File: src/rtl/ahb_pkg.sv
// Shared AHB definitions: HTRANS/HSIZE encodings and index-width helper.
package ahb_pkg;

  localparam logic [1:0] HtransIdle   = 2'd0;
  localparam logic [1:0] HtransBusy   = 2'd1;
  localparam logic [1:0] HtransNonseq = 2'd2;
  localparam logic [1:0] HtransSeq    = 2'd3;

  localparam logic [2:0] HsizeByte = 3'd0;
  localparam logic [2:0] HsizeHalf = 3'd1;
  localparam logic [2:0] HsizeWord = 3'd2;

  // Width of a master index; never zero so single-bit vectors stay legal.
  function automatic int unsigned idx_width(input int unsigned n);
    return (n > 1) ? $clog2(n) : 1;
  endfunction

endpackage

File: src/rtl/ahb_arbiter_if.sv
// AHB arbiter bus bundle: per-master request/address inputs and muxed bus outputs.
// AHB_ARB_LOCK_EN adds HLOCK and HMASTLOCK.
interface ahb_arbiter_if #(
  parameter int unsigned NumMasters = 2
);
  import ahb_pkg::*;

  localparam int unsigned IdxW = idx_width(NumMasters);

  logic [NumMasters-1:0]       HBUSREQ;
  logic [NumMasters-1:0][31:0] M_HADDR;
  logic [NumMasters-1:0][1:0]  M_HTRANS;
  logic [NumMasters-1:0]       M_HWRITE;
  logic [NumMasters-1:0][2:0]  M_HSIZE;
  logic [NumMasters-1:0][31:0] M_HWDATA;
  logic                        HREADY;

  logic [NumMasters-1:0]       HGRANT;
  logic [IdxW-1:0]             HMASTER;
  logic [31:0]                 HADDR;
  logic [1:0]                  HTRANS;
  logic                        HWRITE;
  logic [2:0]                  HSIZE;
  logic [31:0]                 HWDATA;

`ifdef AHB_ARB_LOCK_EN
  logic [NumMasters-1:0]       HLOCK;
  logic                        HMASTLOCK;

  modport slave (
    input  HBUSREQ, M_HADDR, M_HTRANS, M_HWRITE, M_HSIZE, M_HWDATA, HREADY, HLOCK,
    output HGRANT, HMASTER, HADDR, HTRANS, HWRITE, HSIZE, HWDATA, HMASTLOCK
  );

  modport master (
    output HBUSREQ, M_HADDR, M_HTRANS, M_HWRITE, M_HSIZE, M_HWDATA, HREADY, HLOCK,
    input  HGRANT, HMASTER, HADDR, HTRANS, HWRITE, HSIZE, HWDATA, HMASTLOCK
  );
`else
  modport slave (
    input  HBUSREQ, M_HADDR, M_HTRANS, M_HWRITE, M_HSIZE, M_HWDATA, HREADY,
    output HGRANT, HMASTER, HADDR, HTRANS, HWRITE, HSIZE, HWDATA
  );

  modport master (
    output HBUSREQ, M_HADDR, M_HTRANS, M_HWRITE, M_HSIZE, M_HWDATA, HREADY,
    input  HGRANT, HMASTER, HADDR, HTRANS, HWRITE, HSIZE, HWDATA
  );
`endif

endinterface

File: src/rtl/ahb_rr_pick.sv
// Combinational round-robin picker: first requester after last_i (wrapping), the
// last owner considered last; park index when nobody requests.
module ahb_rr_pick
  import ahb_pkg::*;
#(
  parameter int unsigned NumMasters = 2,
  parameter int unsigned IdxW       = idx_width(NumMasters)
) (
  input  logic [NumMasters-1:0] req_i,
  input  logic [IdxW-1:0]       last_i,
  input  logic [IdxW-1:0]       park_i,
  output logic [NumMasters-1:0] pick_o
);

  logic            found;
  logic [IdxW-1:0] cand;

  // Scan last+1 .. last+NumMasters; the final candidate is last_i itself.
  always_comb begin
    pick_o = '0;
    found  = 1'b0;
    cand   = '0;
    for (int unsigned k = 1; k <= NumMasters; k++) begin
      cand = IdxW'((32'(last_i) + k) % NumMasters);
      if (!found && req_i[cand]) begin
        pick_o[cand] = 1'b1;
        found        = 1'b1;
      end
    end
    if (!found) begin
      pick_o[park_i] = 1'b1;
    end
  end

endmodule

File: src/rtl/ahb_arbiter.sv
// AHB round-robin arbiter with burst protection and per-tenure NONSEQ limit.
// Address/control follow the address-phase owner, HWDATA the data-phase owner.
// Optional AHB_ARB_LOCK_EN: HLOCK inhibits re-arbitration (plus one edge), HMASTLOCK out.
module ahb_arbiter
  import ahb_pkg::*;
#(
  parameter int unsigned NumMasters = 2,
  parameter int unsigned ParkMaster = 0,
  parameter int unsigned MaxHold    = 8
) (
  input logic          HCLK,
  input logic          HRESETn,
  ahb_arbiter_if.slave bus
);

  localparam int unsigned           IdxW      = idx_width(NumMasters);
  localparam logic [IdxW-1:0]       ParkIdx   = IdxW'(ParkMaster);
  localparam logic [NumMasters-1:0] ParkGrant = NumMasters'(1) << ParkMaster;
  localparam logic [7:0]            HoldMax   = 8'(MaxHold);

  logic [NumMasters-1:0] grant_q, grant_d, pick;
  logic [IdxW-1:0]       addr_owner_q, addr_owner_d;
  logic [IdxW-1:0]       data_owner_q, data_owner_d;
  logic [7:0]            hold_cnt_q, hold_cnt_d;
  logic [IdxW-1:0]       grant_idx;
  logic [1:0]            htrans;
  logic                  in_burst, others_req, rearb;

`ifdef AHB_ARB_LOCK_EN
  logic lock_pend_q, lock_pend_d;
  logic locked;
`endif

  assign htrans = bus.M_HTRANS[addr_owner_q];

  assign bus.HGRANT  = grant_q;
  assign bus.HMASTER = addr_owner_q;
  assign bus.HADDR   = bus.M_HADDR[addr_owner_q];
  assign bus.HTRANS  = htrans;
  assign bus.HWRITE  = bus.M_HWRITE[addr_owner_q];
  assign bus.HSIZE   = bus.M_HSIZE[addr_owner_q];
  assign bus.HWDATA  = bus.M_HWDATA[data_owner_q];

  // One-hot grant to index.
  always_comb begin
    grant_idx = '0;
    for (int unsigned k = 0; k < NumMasters; k++) begin
      if (grant_q[k]) grant_idx = IdxW'(k);
    end
  end

  ahb_rr_pick #(
    .NumMasters(NumMasters),
    .IdxW      (IdxW)
  ) u_pick (
    .req_i (bus.HBUSREQ),
    .last_i(grant_idx),
    .park_i(ParkIdx),
    .pick_o(pick)
  );

`ifdef AHB_ARB_LOCK_EN
  assign locked        = bus.HLOCK[grant_idx];
  assign bus.HMASTLOCK = bus.HLOCK[addr_owner_q];
`endif

  // Re-arbitration is never allowed mid-burst.
  always_comb begin
    in_burst   = (htrans == HtransSeq) || (htrans == HtransBusy);
    others_req = |(bus.HBUSREQ & ~grant_q);
    rearb      = !in_burst &&
                 (!bus.HBUSREQ[grant_idx] || ((hold_cnt_q == HoldMax) && others_req));
`ifdef AHB_ARB_LOCK_EN
    if (locked || lock_pend_q) rearb = 1'b0;
`endif
  end

  // Next state: everything advances only on HREADY-qualified edges.
  always_comb begin
    grant_d      = grant_q;
    addr_owner_d = addr_owner_q;
    data_owner_d = data_owner_q;
    hold_cnt_d   = hold_cnt_q;
`ifdef AHB_ARB_LOCK_EN
    lock_pend_d  = lock_pend_q;
`endif
    if (bus.HREADY) begin
      addr_owner_d = grant_idx;
      data_owner_d = addr_owner_q;
      if (rearb) grant_d = pick;
      if (grant_d != grant_q) begin
        hold_cnt_d = '0;
      end else if ((htrans == HtransNonseq) && (hold_cnt_q != HoldMax)) begin
        hold_cnt_d = hold_cnt_q + 8'd1;
      end
`ifdef AHB_ARB_LOCK_EN
      // Keep the grant one edge past HLOCK so the last locked transfer completes.
      lock_pend_d = locked;
`endif
    end
  end

  // State registers with asynchronous reset to the park master.
  always_ff @(posedge HCLK or negedge HRESETn) begin
    if (!HRESETn) begin
      grant_q      <= ParkGrant;
      addr_owner_q <= ParkIdx;
      data_owner_q <= ParkIdx;
      hold_cnt_q   <= '0;
`ifdef AHB_ARB_LOCK_EN
      lock_pend_q  <= 1'b0;
`endif
    end else begin
      grant_q      <= grant_d;
      addr_owner_q <= addr_owner_d;
      data_owner_q <= data_owner_d;
      hold_cnt_q   <= hold_cnt_d;
`ifdef AHB_ARB_LOCK_EN
      lock_pend_q  <= lock_pend_d;
`endif
    end
  end

endmodule
File: src/flat_wrapper.sv
// flat-port wrapper written by rule: the top's interface ports become plain ports
module ahb_arbiter_flat import ahb_pkg::*;
#(
  parameter int unsigned NumMasters = 2,
  parameter int unsigned ParkMaster = 0,
  parameter int unsigned MaxHold    = 8
)
  (HCLK, HRESETn, bus_HBUSREQ, bus_M_HADDR, bus_M_HTRANS, bus_M_HWRITE, bus_M_HSIZE, bus_M_HWDATA, bus_HREADY, bus_HGRANT, bus_HMASTER, bus_HADDR, bus_HTRANS, bus_HWRITE, bus_HSIZE, bus_HWDATA);
  ahb_arbiter_if #(.NumMasters(NumMasters)) bus_i ();
  input logic HCLK;
  input logic HRESETn;
  input wire logic [$bits(bus_i.HBUSREQ)-1:0] bus_HBUSREQ;
  input wire logic [$bits(bus_i.M_HADDR)-1:0] bus_M_HADDR;
  input wire logic [$bits(bus_i.M_HTRANS)-1:0] bus_M_HTRANS;
  input wire logic [$bits(bus_i.M_HWRITE)-1:0] bus_M_HWRITE;
  input wire logic [$bits(bus_i.M_HSIZE)-1:0] bus_M_HSIZE;
  input wire logic [$bits(bus_i.M_HWDATA)-1:0] bus_M_HWDATA;
  input wire logic [$bits(bus_i.HREADY)-1:0] bus_HREADY;
  output wire logic [$bits(bus_i.HGRANT)-1:0] bus_HGRANT;
  output wire logic [$bits(bus_i.HMASTER)-1:0] bus_HMASTER;
  output wire logic [$bits(bus_i.HADDR)-1:0] bus_HADDR;
  output wire logic [$bits(bus_i.HTRANS)-1:0] bus_HTRANS;
  output wire logic [$bits(bus_i.HWRITE)-1:0] bus_HWRITE;
  output wire logic [$bits(bus_i.HSIZE)-1:0] bus_HSIZE;
  output wire logic [$bits(bus_i.HWDATA)-1:0] bus_HWDATA;
  assign bus_i.HBUSREQ = bus_HBUSREQ;
  assign bus_i.M_HADDR = bus_M_HADDR;
  assign bus_i.M_HTRANS = bus_M_HTRANS;
  assign bus_i.M_HWRITE = bus_M_HWRITE;
  assign bus_i.M_HSIZE = bus_M_HSIZE;
  assign bus_i.M_HWDATA = bus_M_HWDATA;
  assign bus_i.HREADY = bus_HREADY;
  assign bus_HGRANT = bus_i.HGRANT;
  assign bus_HMASTER = bus_i.HMASTER;
  assign bus_HADDR = bus_i.HADDR;
  assign bus_HTRANS = bus_i.HTRANS;
  assign bus_HWRITE = bus_i.HWRITE;
  assign bus_HSIZE = bus_i.HSIZE;
  assign bus_HWDATA = bus_i.HWDATA;
  ahb_arbiter #(.NumMasters(NumMasters), .ParkMaster(ParkMaster), .MaxHold(MaxHold)) u_core (.HCLK(HCLK), .HRESETn(HRESETn), .bus(bus_i));
endmodule
File: config.mk
export PLATFORM = sky130hd
export DESIGN_NAME = ahb_arbiter_flat
export DESIGN_NICKNAME = d
export VERILOG_FILES = /design/src/rtl/ahb_pkg.sv /design/src/rtl/ahb_arbiter_if.sv /design/src/rtl/ahb_rr_pick.sv /design/src/rtl/ahb_arbiter.sv /design/src/flat_wrapper.sv
export SDC_FILE = /design/constraint.sdc
export NUM_CORES = 1
export LEC_CHECK = 0
export ABC_CLOCK_PERIOD_IN_PS = 1600
export CAP_MARGIN = 20
export CORE_UTILIZATION = 23
export DETAILED_ROUTE_END_ITERATION = 10
export GPL_TIMING_DRIVEN = 0
export MAX_ROUTING_LAYER = met4
export PLACE_DENSITY = 0.75
export RECOVER_POWER = 50
export SKIP_LAST_GASP = 1
export SLEW_MARGIN = 30
export SYNTH_ARGS = -nofsm -noshare
export SYNTH_HDL_FRONTEND = slang
export SYNTH_SLANG_ARGS = --single-unit
File: constraint.sdc
create_clock -name HCLK -period 1.6 [get_ports HCLK]
set_clock_uncertainty 0.1 [all_clocks]
set_input_delay 0.32 -clock HCLK [delete_from_list [all_inputs] [get_ports HCLK]]
set_output_delay 0.32 -clock HCLK [all_outputs]
set_load 0.02 [all_outputs]
==> results of run 1 <==
==> logic make-up after synthesis <==
kind of cell               count (synthesis)  share of synthesized area (%)
AOI/OAI and AO/OA                         27                          12.58
DFF                                       12                          17.84
adders and majority gates                  2                          1.480
and+or+nand+nor                           30                          12.95
xor gates and xnor gates                   1                         0.5182
buffers and inverters                     16                          5.255
muxes                                     74                          49.37
==> power groups by stage <==
stage / clock [mW] / combinational [mW] / sequential (mW)
2_1_floorplan: 0 / 0.726 / 0.360
3_3_place_gp: 0 / 1.52 / 0.360
3_5_place_dp: 0 / 1.53 / 0.364
4_1_cts: 0.302 / 1.80 / 0.367
5_1_grt: 0.314 / 2.01 / 0.378
6_report: 0.299 / 1.92 / 0.373
==> worst paths after layout <==
path,start,end,slack (ps),cells after the start
max,u_core.bus.HMASTER$_DFFE_PN0P_,bus_HADDR[10],-300,4
min,HRESETn,u_core.bus.HGRANT[1]$_DFFE_PN0P_,400,1
max reg2reg,u_core.bus.HMASTER$_DFFE_PN0P_,u_core.hold_cnt_q[1]$_DFFE_PN0P_,-210,6
min reg2reg,u_core.hold_cnt_q[2]$_DFFE_PN0P_,u_core.hold_cnt_q[2]$_DFFE_PN0P_,480,2
max in group asynchronous,HRESETn,u_core.data_owner_q$_DFFE_PN0P_,580,1
min in group HCLK,bus_HREADY,u_core.bus.HMASTER$_DFFE_PN0P_,420,2
==> state kept, by name, indices dropped and copies added (netlist names) <==
signal / count
u_core.data_owner_q: 1
u_core.bus.HGRANT: 2
u_core.hold_cnt_q: 8
u_core.bus.HMASTER: 1
==> cell type report <==
class,count,area [um2],share of cell area [%]
repair buffers,241,2569,54.70
multi-input cells,134,1521,32.40
flip-flops and latches,12,304.0,6.475
plain buffers,9,121.4,2.585
well taps,96,120.1,2.558
clock buffers,4,45.04,0.9592
inverters,4,15.01,0.3197
==> Yosys cell counts <==
library cell	n	area, um2
o2111ai_1	1	8.760
ha_1	2	25.02
buf_2	8	40.04
a221oi_2	1	15.01
and3b_2	1	10.01
nor2_1	1	3.750
and2_1	1	6.260
or2_1	1	6.260
o21ai_2	1	8.760
buf_6	2	22.52
nand2b_1	1	6.260
o21ai_1	1	5.000
mux2_2	72	810.8
o21ai_0	6	30.03
clkbuf_1	1	3.750
nor4_4	1	21.27
nand4bb_1	1	11.26
mux2i_1	1	10.01
and2_4	1	8.760
o32ai_2	1	16.27
a21oi_1	4	20.02
inv_1	4	15.01
o211ai_2	2	25.02
nand4_1	3	18.77
or2_2	1	6.260
o22ai_1	7	43.79
and3b_1	1	8.760
dfrtp_1	11	275.3
dfstp_2	1	26.28
or3_1	5	31.28
and4_1	1	8.760
nand3_1	2	10.01
mux2i_2	1	13.76
nor3b_4	1	18.77
or3b_1	1	8.760
nor2b_1	3	18.77
buf_4	1	7.510
a21o_1	1	7.510
a21oi_4	2	32.53
nand2_1	4	15.01
xor2_1	1	8.760
==> layer usage <==
layer	GRT usage (%)	part of all wire (%)	vias to the layer above
met5	-	0	-
met1	21.07	38	1073
met2	36.93	53	132
met4	2.981	0.74	0
met3	4.807	8.5	6
li1	-	-	1104
==> what timing repair did <==
item | CTS | global route
gates cloned | 6 | 0
gates resized for setup | 440 | 75
setup buffers | 16 | 5
hold buffers | 0 | 0
setup endpoints to repair | 81 | 81
pin swaps | 10 | 2
==> critical path: cells and delay by family, from the launching register on <==
family   cells  cell delay [ps]
flops        1              470
buf+inv      3              400
mux          1              340
==> per-stage QoR <==
stage | hold slack [ps] | setup WS, ps | setup TNS [ps] | std cells | instance area [um2]
finish | 404.3 | -295.7 | -19000 | 500 | 4696
global route | 435.8 | -329.2 | -21960 | 500 | 4696
CTS | 344.4 | -338.9 | -20890 | 499 | 4484
detailed placement | 468.5 | -602.6 | -39030 | 474 | 4024
global placement | 454.9 | -593.2 | -38280 | 474 | 4024
floorplan | -75.59 | -5.672 | -45.95 | 162 | 1742
==> reports/metrics.cfg, run 1 <==
[status]
status=finished, violations left
failed_checks=setup timing

[global_route]
grt_max_degree=13
antenna_found_initial=0
grt_pass1_wl_um=11210
grt_pass1_vias=2232
globalRouteOverflowTotal=0
grt.total_usage_pct=19.67

[setup_path]
critical_path_class=register to output pin
cpMaxStageDelayCell=dfrtp_2
cp_slowest_stage_delay_ps=470
worst_setup_path_end_kind=output pin
crit_top_cell=buf_12
path_cells=buf_12, buf_12, mux2_2, buf_6
critPathArrivalTime_ps=1480
worstSetupStartpointType=register
crit_required_ps=1180
crit_fanout=10

[yosys]
syn_area_um2=1690
syn_avg_cell_area_um2=10.43
ys_warn_count=0
synth_nets=309
yosysUniqueCellTypes=41
synth-seq-area-share_pct=17.84
synth_cells=162
ys_ff_latch=12

[route]
vias=2315
dr.pass1.iters=4
drt_wl_total_um=8634
ant_nets=0
wl_per_cell_um=17.27
drt_iter0_drc=43
drc_errors=0
via_per_inst=4.630

[floorplan]
io_pins=218
rows=30
start_util_pct=24.34
die-area_um2=7697
core-area_um2=6944
dieHeight_um=87.73
die_w_um=87.73

[timing]
drv_slew=0
rsz0062_at_grt=yes
timing.slew.headroom_pct=61.51
fmax_mhz=527.5
setup_slack_ps=-295.7
hold_viol=0
period_minus_slack_ps=1896
tightest_slew_ps=575.5
setup_violations=80
period_share_pct=118.5

[finish]
nFillCells=522
layout_commonest_cell=clkdlybuf4s50_1
area_growth_pct=177.8
fin_nets=552
drive_above_1_share_pct=49.01
layout_common_cells=142 x clkdlybuf4s50_1, 86 x buf_6, 54 x mux2_4
final_util_pct=67.62
diodes=0

[clocking]
numClockSinks=12
cts_made_buffers=3
clkTransAtPathRegs_ps=60
clock_latency_ps=250
cts.htree.levels=1
cts-root-buf=clkbuf_8
clockBufferDepth=2
cts_tree=done

[job]
cap_violations=0

[pwr]
p_seq_share_pct=14.4
switching_share_pct=34.10
power.total_mw=2.593
max-vdd-ir-drop_mv=0.2949
p_leak_nw=2.019
intPower_mw=1.709
p_switching_mw=0.8843
clkPwrFrac_pct=11.5
combPwrFrac_pct=74.1
powerDensity_nw_per_um2=552.3

[hold_path]
min-delay-path-class=primary input to async pin

[place]
portBuffers=216
dp_hpwl_um=6628
gp_congestion=0.8280

No activity file was read; power rests on OpenSTA's default activity.
==> run 2, diff against run 1 <==
--- a/config.mk
+++ b/config.mk
@@ -10,7 +10,6 @@
 export CORE_UTILIZATION = 23
 export DETAILED_ROUTE_END_ITERATION = 10
 export GPL_TIMING_DRIVEN = 0
-export MAX_ROUTING_LAYER = met4
 export PLACE_DENSITY = 0.75
 export RECOVER_POWER = 50
 export SKIP_LAST_GASP = 1
==> reports/metrics.cfg, run 2 (synthesized netlist as in run 1, its figures left out) <==
[floorplan]
dieHeight_um=87.73
die_w_um=87.73
die-area_um2=7697
io_pins=218
start_util_pct=24.34
rows=30
core-area_um2=6944

[setup_path]
crit_required_ps=1180
cp_slowest_stage_delay_ps=460
path_delay_family=flip-flops
critPathArrivalTime_ps=1470
critical_path_class=register to output pin
cpMaxStageDelayCell=dfrtp_2
crit_start=u_core.bus.HMASTER$_DFFE_PN0P_
worst_setup_path_end_kind=output pin
timing.rr.end=u_core.hold_cnt_q[1]$_DFFE_PN0P_
r2r_start=u_core.bus.HMASTER$_DFFE_PN0P_
path_buf_inv=3
r2r_cells=6
crit_cells=4
crit_fanout=10
rrSetupSlack_ps=-200
worstSetupStartpointType=register
crit_top_cell=buf_12
path_cells=buf_12, buf_12, mux2_2, buf_6

[timing]
fin_tns_setup_ps=-18750
setup_slack_ps=-291.1
rsz0062_at_grt=yes
fmax_mhz=528.8
period_minus_slack_ps=1891
tightest_slew_ps=576.4
timing.slew.headroom_pct=61.45
period_share_pct=118.2
setup_violations=80
hold_viol=0
drv_slew=0

[global_route]
grt.total_usage_pct=19.07
globalRouteOverflowTotal=0
grt_max_degree=13
grt_pass1_wl_um=11210
grt_pass1_vias=2229
antenna_found_initial=0

[finish]
diodes=0
largest_reg_flops=8
fin_nets=552
layout_common_cells=142 x clkdlybuf4s50_1, 86 x buf_6, 54 x mux2_4
drive_above_1_share_pct=49.01
regMostFlops=u_core.hold_cnt_q
nFillCells=522
area_growth_pct=177.8
layout_commonest_cell=clkdlybuf4s50_1

[route]
vias=2323
dr.pass1.iters=4
via_per_inst=4.646
wl_per_cell_um=17.22
ant_nets=0
drc_errors=0
drt_iter0_drc=41
drt_wl_total_um=8608

[status]
failed_checks=setup timing
status=finished, violations left

[pwr]
max-vdd-ir-drop_mv=0.2947
power.total_mw=2.592
p_leak_nw=2.019
powerDensity_nw_per_um2=552.1

[clocking]
clockBufferDepth=2
cts_made_buffers=3
numClockSinks=12
cts.htree.levels=1
cts-root-buf=clkbuf_8
clkTransAtPathRegs_ps=60
cts_tree=done
clock_latency_ps=250

[place]
portBuffers=216
dp_hpwl_um=6628
dp_worst_setup_slack_ps=-602.6
gp_congestion=0.8158

[hold_path]
min-delay-path-class=primary input to async pin

[job]
cap_violations=0

[run 2: area by class of cell]
type | instances | area [um2] | share of cell area (%)
multi-input cells | 134 | 1521 | 32.40
flip-flops and latches | 12 | 304.0 | 6.475
well taps | 96 | 120.1 | 2.558
clock buffers | 4 | 45.04 | 0.9592
plain buffers | 9 | 121.4 | 2.585
inverters | 4 | 15.01 | 0.3197
repair buffers | 241 | 2569 | 54.70
[run 2: power by group]
| group | switching, mW | internal (mW) | leakage, nW |
|---|---|---|---|
| Sequential | 0.0412 | 0.332 | 0.158 |
| Combinational | 0.719 | 1.20 | 1.84 |
| Clock | 0.123 | 0.176 | 0.0228 |
[run 2: through the flow]
stage	cell area [um2]	util [%]	std cells	hold slack [ps]
floorplan	1742	-	162	-75.59
global placement	4024	57.95	474	454.9
detailed placement	4024	57.95	474	468.5
CTS	4484	64.58	499	344.4
global route	4696	67.62	500	435.8
finish	4696	67.62	500	404.7
[run 2: worst max path at each step]
stage,end,slack [ps]
global placement,bus_HTRANS[0],-590
CTS,bus_HADDR[6],-340
finish,bus_HADDR[10],-290
floorplan,bus_HADDR[0],-6
global route,bus_HADDR[16],-330
detailed placement,bus_HTRANS[0],-600
[run 2: routing by layer]
metal,up-vias,part of all wire (%),GRT usage (%)
li1,1104,-,-
met1,1080,37,20.73
met2,133,53,36.93
met3,6,9.2,5.372
met4,0,0.74,2.981
met5,-,0,0
[run 2: timing repair]
item	4_1_cts	5_1_grt
hold buffers	0	0
setup endpoints to repair	81	81
cloned	6	0
gates resized for setup	440	75
endpoints found under the hold margin	0	0
pin swaps	10	2
buffers inserted	16	5
==> run 3, diff against run 2 <==
--- a/config.mk
+++ b/config.mk
@@ -7,10 +7,12 @@
 export LEC_CHECK = 0
 export ABC_CLOCK_PERIOD_IN_PS = 1600
 export CAP_MARGIN = 20
-export CORE_UTILIZATION = 23
+export CORE_AREA = 2 2 85 87
 export DETAILED_ROUTE_END_ITERATION = 10
+export DIE_AREA = 0 0 87 89
+export DONT_BUFFER_PORTS = 1
 export GPL_TIMING_DRIVEN = 0
-export PLACE_DENSITY = 0.75
+export PLACE_DENSITY = 0.37
 export RECOVER_POWER = 50
 export SKIP_LAST_GASP = 1
 export SLEW_MARGIN = 30
==> reports/metrics.cfg, run 3 (synthesized netlist as in run 1, its figures left out) <==
[place]
place_area_um2=1842
portBuffers=0
dp_worst_setup_slack_ps=-305.4
dp_cells=242
gp_congestion=0.7873
dp_hpwl_um=5396

[route]
drc_errors=0
drt_wl_total_um=6940
drt_iter0_drc=33
ant_nets=0
wl_per_cell_um=26.29
via_per_inst=5.860
vias=1547
dr.pass1.iters=4

[timing]
tightest_slew_ps=602.6
holdWs_ps=20.39
period_share_pct=119.2
setup_violations=80
setup_slack_ps=-307.3
period_minus_slack_ps=1907
timing.slew.headroom_pct=59.69
fmax_mhz=524.3
rsz0062_at_grt=yes
drv_slew=0
hold_viol=0

[global_route]
grt_pass1_vias=1622
grt_pass1_wl_um=8673
antenna_found_initial=0
globalRouteOverflowTotal=0
grt.total_usage_pct=14.99
grt_max_degree=13

[floorplan]
die-area_um2=7743
dieHeight_um=89
io_pins=218
core-area_um2=6719
die_w_um=87
start_util_pct=25.16
rows=30

[pwr]
powerDensity_nw_per_um2=746.5
p_leak_nw=1.028
max-vdd-ir-drop_mv=0.1922

[finish]
largest_reg_flops=8
area_growth_pct=43.75
fin_nets=332
final_util_pct=36.16
layout_commonest_cell=mux2_4
postLayoutCellArea_um2=2430
diodes=0
drive_above_1_share_pct=70.11
nFillCells=643
layout_common_cells=65 x mux2_4, 12 x buf_6, 9 x buf_4, 9 x dfrtp_1, 7 x mux2_2
stdcell_count=264
regMostFlops=u_core.hold_cnt_q

[hold_path]
min-delay-path-class=primary input to register

[clocking]
cts.htree.levels=1
cts_made_buffers=3
numClockSinks=12
clkTransAtPathRegs_ps=60
clock_latency_ps=240
cts-root-buf=clkbuf_8
clockBufferDepth=2
cts_tree=done

[setup_path]
r2r_start=u_core.bus.HMASTER$_DFFE_PN0P_
r2r_cells=6
cpMaxStageDelayCell=dfrtp_2
crit_required_ps=1180
crit_start=u_core.bus.HMASTER$_DFFE_PN0P_
timing.rr.end=u_core.hold_cnt_q[2]$_DFFE_PN0P_
critPathArrivalTime_ps=1490
cp_slowest_stage_delay_ps=470
crit_top_cell=buf_12
critical_path_class=register to output pin
endpoint=bus_HADDR[11]
rrSetupSlack_ps=-280
worstSetupStartpointType=register
path_cells=buf_6, buf_12, buf_12, mux2_4
worst_setup_path_end_kind=output pin
crit_fanout=9

[job]
cap_violations=0

[status]
status=finished, violations left
failed_checks=setup timing

[run 3: area by class of cell]
type                       count  area (um2)  share of cell area [%]
clock buffer                   4       55.05                   2.266
timing repair buffer          20       239.0                   9.835
inverter                       4       15.01                  0.6179
multi-input combinational    134        1588                   65.34
tap                           80       100.1                   4.119
buffer                        10       128.9                   5.304
sequential                    12       304.0                   12.51
[run 3: power breakdown]
group | internal (mW) | total (mW) | switching, mW | leakage (nW)
logic | 0.540 | 1.10 | 0.565 | 0.841
clock network | 0.217 | 0.336 | 0.118 | 0.0288
registers | 0.332 | 0.373 | 0.0414 | 0.158
total | 1.09 | 1.81 | 0.724 | 1.03
[run 3: worst min-delay path by stage]
stage	startpoint	to	slack, ps	cells past startpoint
floorplan	HRESETn	u_core.bus.HGRANT[1]$_DFFE_PN0P_	-80	0
global placement	HRESETn	u_core.hold_cnt_q[3]$_DFFE_PN0P_	-80	0
detailed placement	HRESETn	u_core.hold_cnt_q[4]$_DFFE_PN0P_	-80	0
CTS	bus_HBUSREQ[1]	u_core.bus.HGRANT[0]$_DFFE_PN1P_	10	1
global route	bus_HBUSREQ[1]	u_core.bus.HGRANT[0]$_DFFE_PN1P_	20	1
finish	bus_HBUSREQ[1]	u_core.bus.HGRANT[0]$_DFFE_PN1P_	20	1
[run 3: stage by stage]
step	power (mW)	TNS, ps
6_report	1.814	-14670
5_1_grt	1.906	-18300
4_1_cts	1.828	-16870
3_5_place_dp	1.181	-6961
3_3_place_gp	1.184	-6210
2_1_floorplan	1.086	-45.95
[run 3: critical path, delay by kind of cell (launching register included)]
| kind | cells | cell delay [ps] |
|---|---|---|
| muxes | 1 | 340 |
| buffers and inverters | 3 | 430 |
| DFF | 1 | 470 |
[run 3: timing repair]
action / in CTS / in global routing
setup endpoints to repair: 80 / 80
hold buffers: 1 / 0
pin swaps: 8 / 7
hold endpoints to repair: 12 / 0
gates resized for setup: 90 / 10
cloned: 5 / 0
buffers inserted: 14 / 2
[run 3: layer usage]
layer	wire length, um	vias to the layer above	global-route usage, %
met5	0	-	0
met4	17	0	2.557
met3	628	2	3.232
met2	3904	136	29.49
met1	2389	752	16.60
li1	-	657	-
